### src/rtl/line_mem_adapter.sv
// Cache-line to word-beat adapter: splits 128-bit line reads/writes into four
// 32-bit req/ack beats and reassembles read beats into a line buffer.
module line_mem_adapter #(
    parameter int unsigned TIMEOUT = 255
) (
    input  logic         clk,
    input  logic         rst,
    input  logic         mem_r,
    input  logic         mem_w,
    input  logic [31:0]  mem_addr,
    input  logic [127:0] mem_data_out,
    output logic [127:0] mem_data,
    output logic         mem_ready,
    output logic         mem_err,
    output logic         ram_req,
    output logic         ram_we,
    output logic [31:0]  ram_addr,
    output logic [31:0]  ram_wdata,
    input  logic [31:0]  ram_rdata,
    input  logic         ram_ack
);

    typedef enum logic [1:0] {
        IDLE = 2'd0,
        WR   = 2'd1,
        RD   = 2'd2,
        DONE = 2'd3
    } state_t;

    localparam bit          TMO_EN   = (TIMEOUT != 0);
    localparam logic [31:0] TMO_LAST = 32'(TIMEOUT - 1);

    state_t       state_q;
    logic [1:0]   beat_q;
    logic [31:0]  tmo_q;
    logic [127:0] buf_q;
    logic [127:0] wline_q;
    logic [27:0]  base_q;
    logic         req_q;
    logic         we_q;
    logic         ready_q;
    logic         err_q;

    // The low nibble of the line address selects nothing in a line transfer.
    logic unused_addr_bits;
    assign unused_addr_bits = ^mem_addr[3:0];

    always_ff @(posedge clk or posedge rst) begin
        if (rst) begin
            state_q <= IDLE;
            beat_q  <= 2'd0;
            tmo_q   <= 32'd0;
            buf_q   <= 128'd0;
            wline_q <= 128'd0;
            base_q  <= 28'd0;
            req_q   <= 1'b0;
            we_q    <= 1'b0;
            ready_q <= 1'b0;
            err_q   <= 1'b0;
        end else begin
            ready_q <= 1'b0;
            err_q   <= 1'b0;
            case (state_q)
                IDLE: begin
                    if (mem_w || mem_r) begin
                        state_q <= mem_w ? WR : RD;
                        req_q   <= 1'b1;
                        we_q    <= mem_w;
                        base_q  <= mem_addr[31:4];
                        beat_q  <= 2'd0;
                        tmo_q   <= 32'd0;
                        if (mem_w) begin
                            wline_q <= mem_data_out;
                        end
                    end
                end
                WR, RD: begin
                    if (ram_ack) begin
                        if (state_q == RD) begin
                            buf_q[{beat_q, 5'b0} +: 32] <= ram_rdata;
                        end
                        beat_q <= beat_q + 2'd1;
                        tmo_q  <= 32'd0;
                        if (beat_q == 2'd3) begin
                            state_q <= DONE;
                            req_q   <= 1'b0;
                            we_q    <= 1'b0;
                            ready_q <= 1'b1;
                        end
                    end else begin
                        tmo_q <= tmo_q + 32'd1;
                        // Abort once this beat has waited TIMEOUT cycles.
                        if (TMO_EN && tmo_q == TMO_LAST) begin
                            state_q <= DONE;
                            req_q   <= 1'b0;
                            we_q    <= 1'b0;
                            ready_q <= 1'b1;
                            err_q   <= 1'b1;
                        end
                    end
                end
                DONE: begin
                    state_q <= IDLE;
                end
                default: begin
                    state_q <= IDLE;
                end
            endcase
        end
    end

    assign ram_req   = req_q;
    assign ram_we    = we_q;
    assign ram_addr  = {base_q, beat_q, 2'b00};
    assign ram_wdata = we_q ? wline_q[{beat_q, 5'b0} +: 32] : 32'd0;
    assign mem_data  = buf_q;
    assign mem_ready = ready_q;
    assign mem_err   = err_q;

endmodule

### config.mk
export PLATFORM = sky130hd
export DESIGN_NAME = line_mem_adapter
export DESIGN_NICKNAME = d
export VERILOG_FILES = /design/src/rtl/line_mem_adapter.sv
export SDC_FILE = /design/constraint.sdc
export NUM_CORES = 1
export LEC_CHECK = 0
export CELL_PAD_IN_SITES_DETAIL_PLACEMENT = 1
export CELL_PAD_IN_SITES_GLOBAL_PLACEMENT = 1
export CORE_ASPECT_RATIO = 1.5
export CORE_MARGIN = 3
export CORE_UTILIZATION = 35
export CTS_CLUSTER_DIAMETER = 100
export DETAILED_ROUTE_END_ITERATION = 12
export PLACE_DENSITY = 0.82
export REMOVE_ABC_BUFFERS = 1
export SLEW_MARGIN = 25
export SYNTH_ARGS = -nofsm -noshare
export SYNTH_HDL_FRONTEND = slang
export SYNTH_SLANG_ARGS = --single-unit
### constraint.sdc
create_clock -name clk -period 14.1 [get_ports clk]
set_clock_uncertainty 0.15 [all_clocks]
set_input_delay 4.23 -clock clk [delete_from_list [all_inputs] [get_ports clk]]
set_output_delay 4.23 -clock clk [all_outputs]
set_load 0.03 [all_outputs]
==> metrics.txt, run 1 <==
status finished clean; DR DRC count 0; hold buffer count at CTS 0; Worst R2R Start beat_q[0]$_DFFE_PP0P_; reg-to-reg endpoint mem_data[85]$_DFFE_PP0P_; Worst Hold Launch mem_data[91]$_DFFE_PP0P_; H-tree level count 2; vias per inst 5.41; Finished Layout Cells ~1800; RSZ-0062 raised after global routing false; Detailed Route WL between 40000 and 50000 um; CP Max Fanout 24; Fin Setup TNS 0 ps; GR Overflow Total 0; complex-gate fraction of the synthesized area 0.114; shortest period the worst path allows 7570 ps; share of the synthesized area in the top cell type 0.596; switching part of the total 0.350; Rel. slew slack 0.323; # resized after CTS 0; vias in the first global route 11222; total core area 0.0380 mm^2; Critical path origin beat_q[0]$_DFFE_PP0P_; Worst-Margin Slew 1020 ps; most numerous cell in the Yosys netlist dfrtp_1; placed cells 1773; crit-path cells buf_4 > mux4_2 > and2_1 > clkdlybuf4s50_1; cells after synthesis 949; final hold vios 0; number of enable flip-flop cells after synthesis 0; die width approximately 170 um; Yosys warning total 0; CTS tree built; Synth Area in Adders 0.00919; post-layout power 4.04 mW; Static Leak 8.13 nW; # IOs 393; Post-Syn Area between 0.01 and 0.015 mm^2; Die ar. 0.0413 mm^2; Max Slew Vio Count 0; CP Launch Type register; largest family of logic cells by synthesized area multiplexers; WP data arrival around 3200 ps; final setup violating endpoints 0; worst IR drop on VDD 172 uV; commonest cells in the synthesized netlist dfrtp_1 (324), mux2_2 (156), a22o_1 (128); XOR/XNOR share of the synthesized area 0.00386; hpwl dp 28600 um; part of the power in registers 0.342; total CTS buffers 35; Worst Reg-to-Reg Cells 6; Clock Power Share 0.238; initial antenna violation count 7; sequential area share after synthesis 0.596; WHS Path Cells 1; Synth area leaders dfrtp_1 (60%), mux2_2 (13%), a22o_1 (8.2%); final period utilization 0.537; Comb power frac 0.420; termination of the worst setup path ram_wdata[19]; top cell type by total area after synthesis dfrtp_1; synthesis-to-layout area growth 40.8%; Hold Path Class reg -> reg; vias 9968; post-CTS setup buffers 0; Iter 0 DRT Violations 452; element type at the critical path end output pin; clock-pin transition on the worst setup and hold timing paths 60 ps; Sw Pwr ~1.4 mW; layout cell share with drive strength beyond 1 0.202; Syn Area/Cell approximately 14 um^2; Crit Path Category reg -> out; routed length per instance 23.4 um; max_cap viols 0; largest net degree at the start of global routing 114; TritonRoute pass-1 iters 4; Port Buffers 386; Seq cells post-synth 324; WHS 352 ps; Placer Congestion between 0.7 and 0.8; fin nets 1528; Clock Path Buffers 3; Post-Synth Simple-Gate Area 0.0676; clock latency on the worst-skew pair 520 ps; flop2flop setup slack 10780 ps; Critical-path top delay cell dfrtp_2; first-pass GRT wire length ~66000 um; Overall Global Routing Usage 0.203; Root Buffer clkbuf_16; crit-path max cell delay 740 ps; Synth cell types 50; ys async rst share 1.00; post-synthesis mux area share 0.183; clock sink count 324; ys flop type dfrtp_1; die height 248 um; FP Rows just under 90; Starting Density 0.358; power density cells 211 mW/mm^2; Internal Power 2.63 mW; Antenna Nets Post-Route 0; Worst EP required a little under 10000 ps; Peak Freq 132 MHz
layout by cell type, fill, tap and decap left out, types with 6 or more instances in the layout:
cell type	instances
dfrtp_1	322
a21oi_1	23
diode_2	9
buf_4	13
o31ai_1	22
inv_1	10
mux4_2	32
or4_1	18
ha_1	10
o21ai_0	8
a22o_1	128
mux2_2	156
clkbuf_1	8
nand2_1	18
nand3_1	16
clkdlybuf4s50_1	386
nand4_1	9
and2_1	38
clkbuf_16	36
nor4_1	6
worst min-delay path by stage:
stage	to	slack (ps)
after floorplan	wline_q[57]$_DFFE_PP0P_	320
after global routing	wline_q[10]$_DFFE_PP0P_	370
final	mem_data[91]$_DFFE_PP0P_	350
after global placement	wline_q[64]$_DFFE_PP0P_	330
after CTS	wline_q[101]$_DFFE_PP0P_	350
after detailed placement	mem_data[95]$_DFFE_PP0P_	340
power by group through the flow:
stage / Clock (mW) / Combinational, mW / Sequential (mW)
finish: 0.963 / 1.70 / 1.38
global route: 1.03 / 1.81 / 1.42
CTS: 0.992 / 1.73 / 1.38
detailed placement: 0 / 1.71 / 1.39
global placement: 0 / 1.67 / 1.36
floorplan: 0 / 0.883 / 1.55
kinds of logic (layout without fill, tap and decap cells):
logic type,count (synthesis),count (layout)
AOI/OAI and AO/OA,195,195
xor gates and xnor gates,6,6
muxes,190,190
adders and majority gates,10,10
DFF,324,324
other,1,11
and+or+nand+nor,145,145
buffers and inverters,78,471
area by class of cell:
cell class,instances,area (um^2)
Fill cell,3788,18800
Sequential cell,324,8110
Antenna cell,9,22.5
Timing Repair Buffer,401,3980
Inverter,11,48.8
Clock inverter,11,200
Clock buffer,48,986
Multi-Input combinational cell,548,5200
Tap cell,489,612
metal layers:
layer / share of wire / wire, um / vias to the layer above / track usage
met5: 0 / 0 / - / 0
met4: 0.044 / 1910 / 0 / 0.101
met3: 0.065 / 2800 / 104 / 0.0521
met2: 0.51 / 22100 / 361 / 0.351
met1: 0.38 / 16300 / 5193 / 0.234
li1: - / - / 4310 / -
flip-flops by register name (all words and copies together) (netlist names):
name / cells
mem_err: 1
beat_q: 2
state_q: 2
tmo_q: 32
wline_q: 128
ram_req: 1
ram_we: 1
base_q: 28
mem_ready: 1
mem_data: 128
stage by stage:
stage,cell area [um^2],util,setup slack (ps)
4_1_cts,19100,0.504,6410
3_3_place_gp,18000,0.473,6710
5_1_grt,19200,0.504,6350
3_5_place_dp,18000,0.473,6650
6_report,19200,0.505,6530
2_1_floorplan,13300,-,750
critical path: cells and delay by family (launching register included):
family	cells	cell delay [ps]
buf+inv	2	1120
flops	1	740
mux	1	590
simple gates	1	200
No activity file was read; power rests on OpenSTA's default activity.
==> run 2: changes to the inputs <==
- clock period: 14.1 -> 7.85 ns (I/O delays scaled with it)
==> run 2 against run 1 <==
Against the previous run:
- sequential share of layout area grew 0.066 points
- clock power grew 77%
- critical path type unchanged
- clock-buffer cell count fell by 1
- worst hold slack worse by 3.4 ps
- non-clock buffer count shrank 1
- first-iteration DRC count shrank 21%
- die area did not move
- critical path depth unchanged
- register-to-register slack worse by 6500 ps
- via count shrank 0.33%
- highest routed layer unchanged
- sequential power increased by 83%
==> metrics.txt, run 2 (synthesis gave the netlist of run 1 again) <==
post-layout power 7.23 mW (+79%); Iter 0 DRT Violations 357 (-21%); element type at the critical path end output pin; hold buffer count at CTS 0 (unchanged); most common cell after layout, fill and taps aside clkdlybuf4s50_1; status finished clean; Starting Density 0.358 (unchanged); vias per inst 5.41 (about the same); synthesis-to-layout area growth 40.6%; H-tree level count 2 (unchanged); part of the power in registers 0.348 (+0.006); clock latency on the worst-skew pair 520 ps (about the same); worst IR drop on VDD 283 uV (+65%); Worst-Margin Slew 1010 ps (-1.25 ps); Static Leak 8.14 nW (about the same); RSZ-0062 raised after global routing false; TritonRoute pass-1 iters 4 (unchanged); WP data arrival 3180 ps (about the same); Filler Cells Inserted 3758 (-0.79%); FP Rows 87 (unchanged); met3 usage 0.0508 (-0.00127); final hold vios 0 (unchanged); Sw Pwr 2.54 mW (+80%); Clock Path Buffers 3 (unchanged); fin area 0.0191 mm^2 (-0.16%); Area after DPL 0.0180 mm^2 (about the same); Detailed Route WL 43200 um (about the same); DR DRC count 0 (unchanged); fin nets 1527 (-0.065%); max_cap viols 0 (unchanged); most frequent cells in the layout clkdlybuf4s50_1 (386), dfrtp_1 (322), mux2_2 (156), a22o_1 (128), and2_1 (38); WHS 349 ps (-3.41 ps); total CTS buffers 35 (unchanged); Setup WS post-layout 2160 ps (-4370 ps); layout cell share with drive strength beyond 1 0.206 (+0.00447); switching part of the total 0.352 (+0.00205); GR Overflow Total 0 (unchanged); Root Buffer clkbuf_16; Antenna Nets Post-Route 0 (unchanged); Max Slew Vio Count 0 (unchanged); final period utilization 0.725; met1 usage 0.233 (-0.000430); met2 usage 0.357 (+0.00647); initial antenna violation count 3 (-4); clock sink count 324 (unchanged); gr busiest metal met2; vias 9935 (-0.33%); clock-pin transition on the worst setup and hold timing paths 60 ps (about the same); Internal Power 4.69 mW (+78%); worst slack at placement 2460 ps (-4190 ps); hpwl dp 29100 um (+1.6%); Peak Freq approximately 180 MHz; Rel. slew slack 0.323 (about the same); # IOs 393 (unchanged); # resized after CTS 0 (unchanged); die width 167 um (unchanged); total core area 0.0380 mm^2 (unchanged); largest net degree at the start of global routing 139 (+22%); Port Buffers 386 (unchanged); CP Max Fanout 22 (-8.3%); Comb power frac 0.417 (-0.003); routed length per instance 23.5 um (+0.42%); Die ar. 0.0413 mm^2 (unchanged); Hold Path Class reg -> reg; Placer Congestion 0.755 (-2.3%); CTS tree built; first-pass GRT wire length 66400 um (+0.35%); Crit Path Category reg -> out; Overall Global Routing Usage 0.203 (+0.000466); Clock Power Share 0.234 (-0.004); power density cells 378 mW/mm^2 (+79%); CP Launch Type register; vias in the first global route 11195 (-0.24%); die height 248 um (unchanged); area of the multi-input gates 0.00520 mm^2 (unchanged); shortest period the worst path allows 5690 ps; post-CTS setup buffers 0 (unchanged); Worst EP required 5350 ps (-4370 ps); final setup violating endpoints 0 (unchanged); Sequential cell area 0.00811 mm^2 (unchanged)
==> run 2: worst max-delay path, cell delays in order (launching register included) <==
cell and delay, ps:
dfrtp_2 780, buf_4 520, mux4_2 560, and2_1 200
clkdlybuf4s50_1 610
==> run 2: per-layer routing <==
layer	wire, um	share of wire	vias up
met5	0	0	-
met4	2020	0.047	0
li1	-	-	4303
met2	22100	0.51	379
met3	2890	0.067	95
met1	16100	0.37	5158
==> run 2: final cells by class <==
type	count	share of cell area
clock inverters	13	0.00798
well taps	489	0.0320
repair buffers	400	0.208
clock buffers	47	0.0533
inverters	11	0.00255
flip-flops and latches	324	0.424
diodes	3	0.000392
multi-input cells	548	0.272
==> run 2: power by group through the flow <==
stage	Clock (mW)	Combinational, mW	Sequential, mW
after floorplan	0	1.59	2.78
after global placement	0	2.96	2.50
after detailed placement	0	3.04	2.54
after CTS	1.74	3.06	2.52
after global routing	1.81	3.20	2.58
final	1.70	3.02	2.52
==> run 2: path summary, 6_finish.rpt <==
path,to,start,slack [ps],cells past startpoint
setup / recovery,ram_wdata[20],beat_q[0]$_DFFE_PP0P_,2160,4
hold / removal,wline_q[61]$_DFFE_PP0P_,wline_q[61]$_DFFE_PP0P_,350,1
setup reg to reg,mem_data[86]$_DFFE_PP0P_,beat_q[1]$_DFFE_PP0P_,4230,6
hold reg to reg,wline_q[61]$_DFFE_PP0P_,wline_q[61]$_DFFE_PP0P_,350,1
max in group asynchronous,wline_q[92]$_DFFE_PP0P_,rst,3880,3
min in group asynchronous,base_q[9]$_DFFE_PP0P_,rst,2190,2
==> run 2: stage by stage <==
stage          cells  utilization  setup TNS, ps
4_1_cts         1832        0.504              0
3_5_place_dp    1772        0.473              0
6_report        1835        0.504              0
3_3_place_gp    1772        0.473              0
5_1_grt         1835        0.504              0
2_1_floorplan    883            -       -1174390
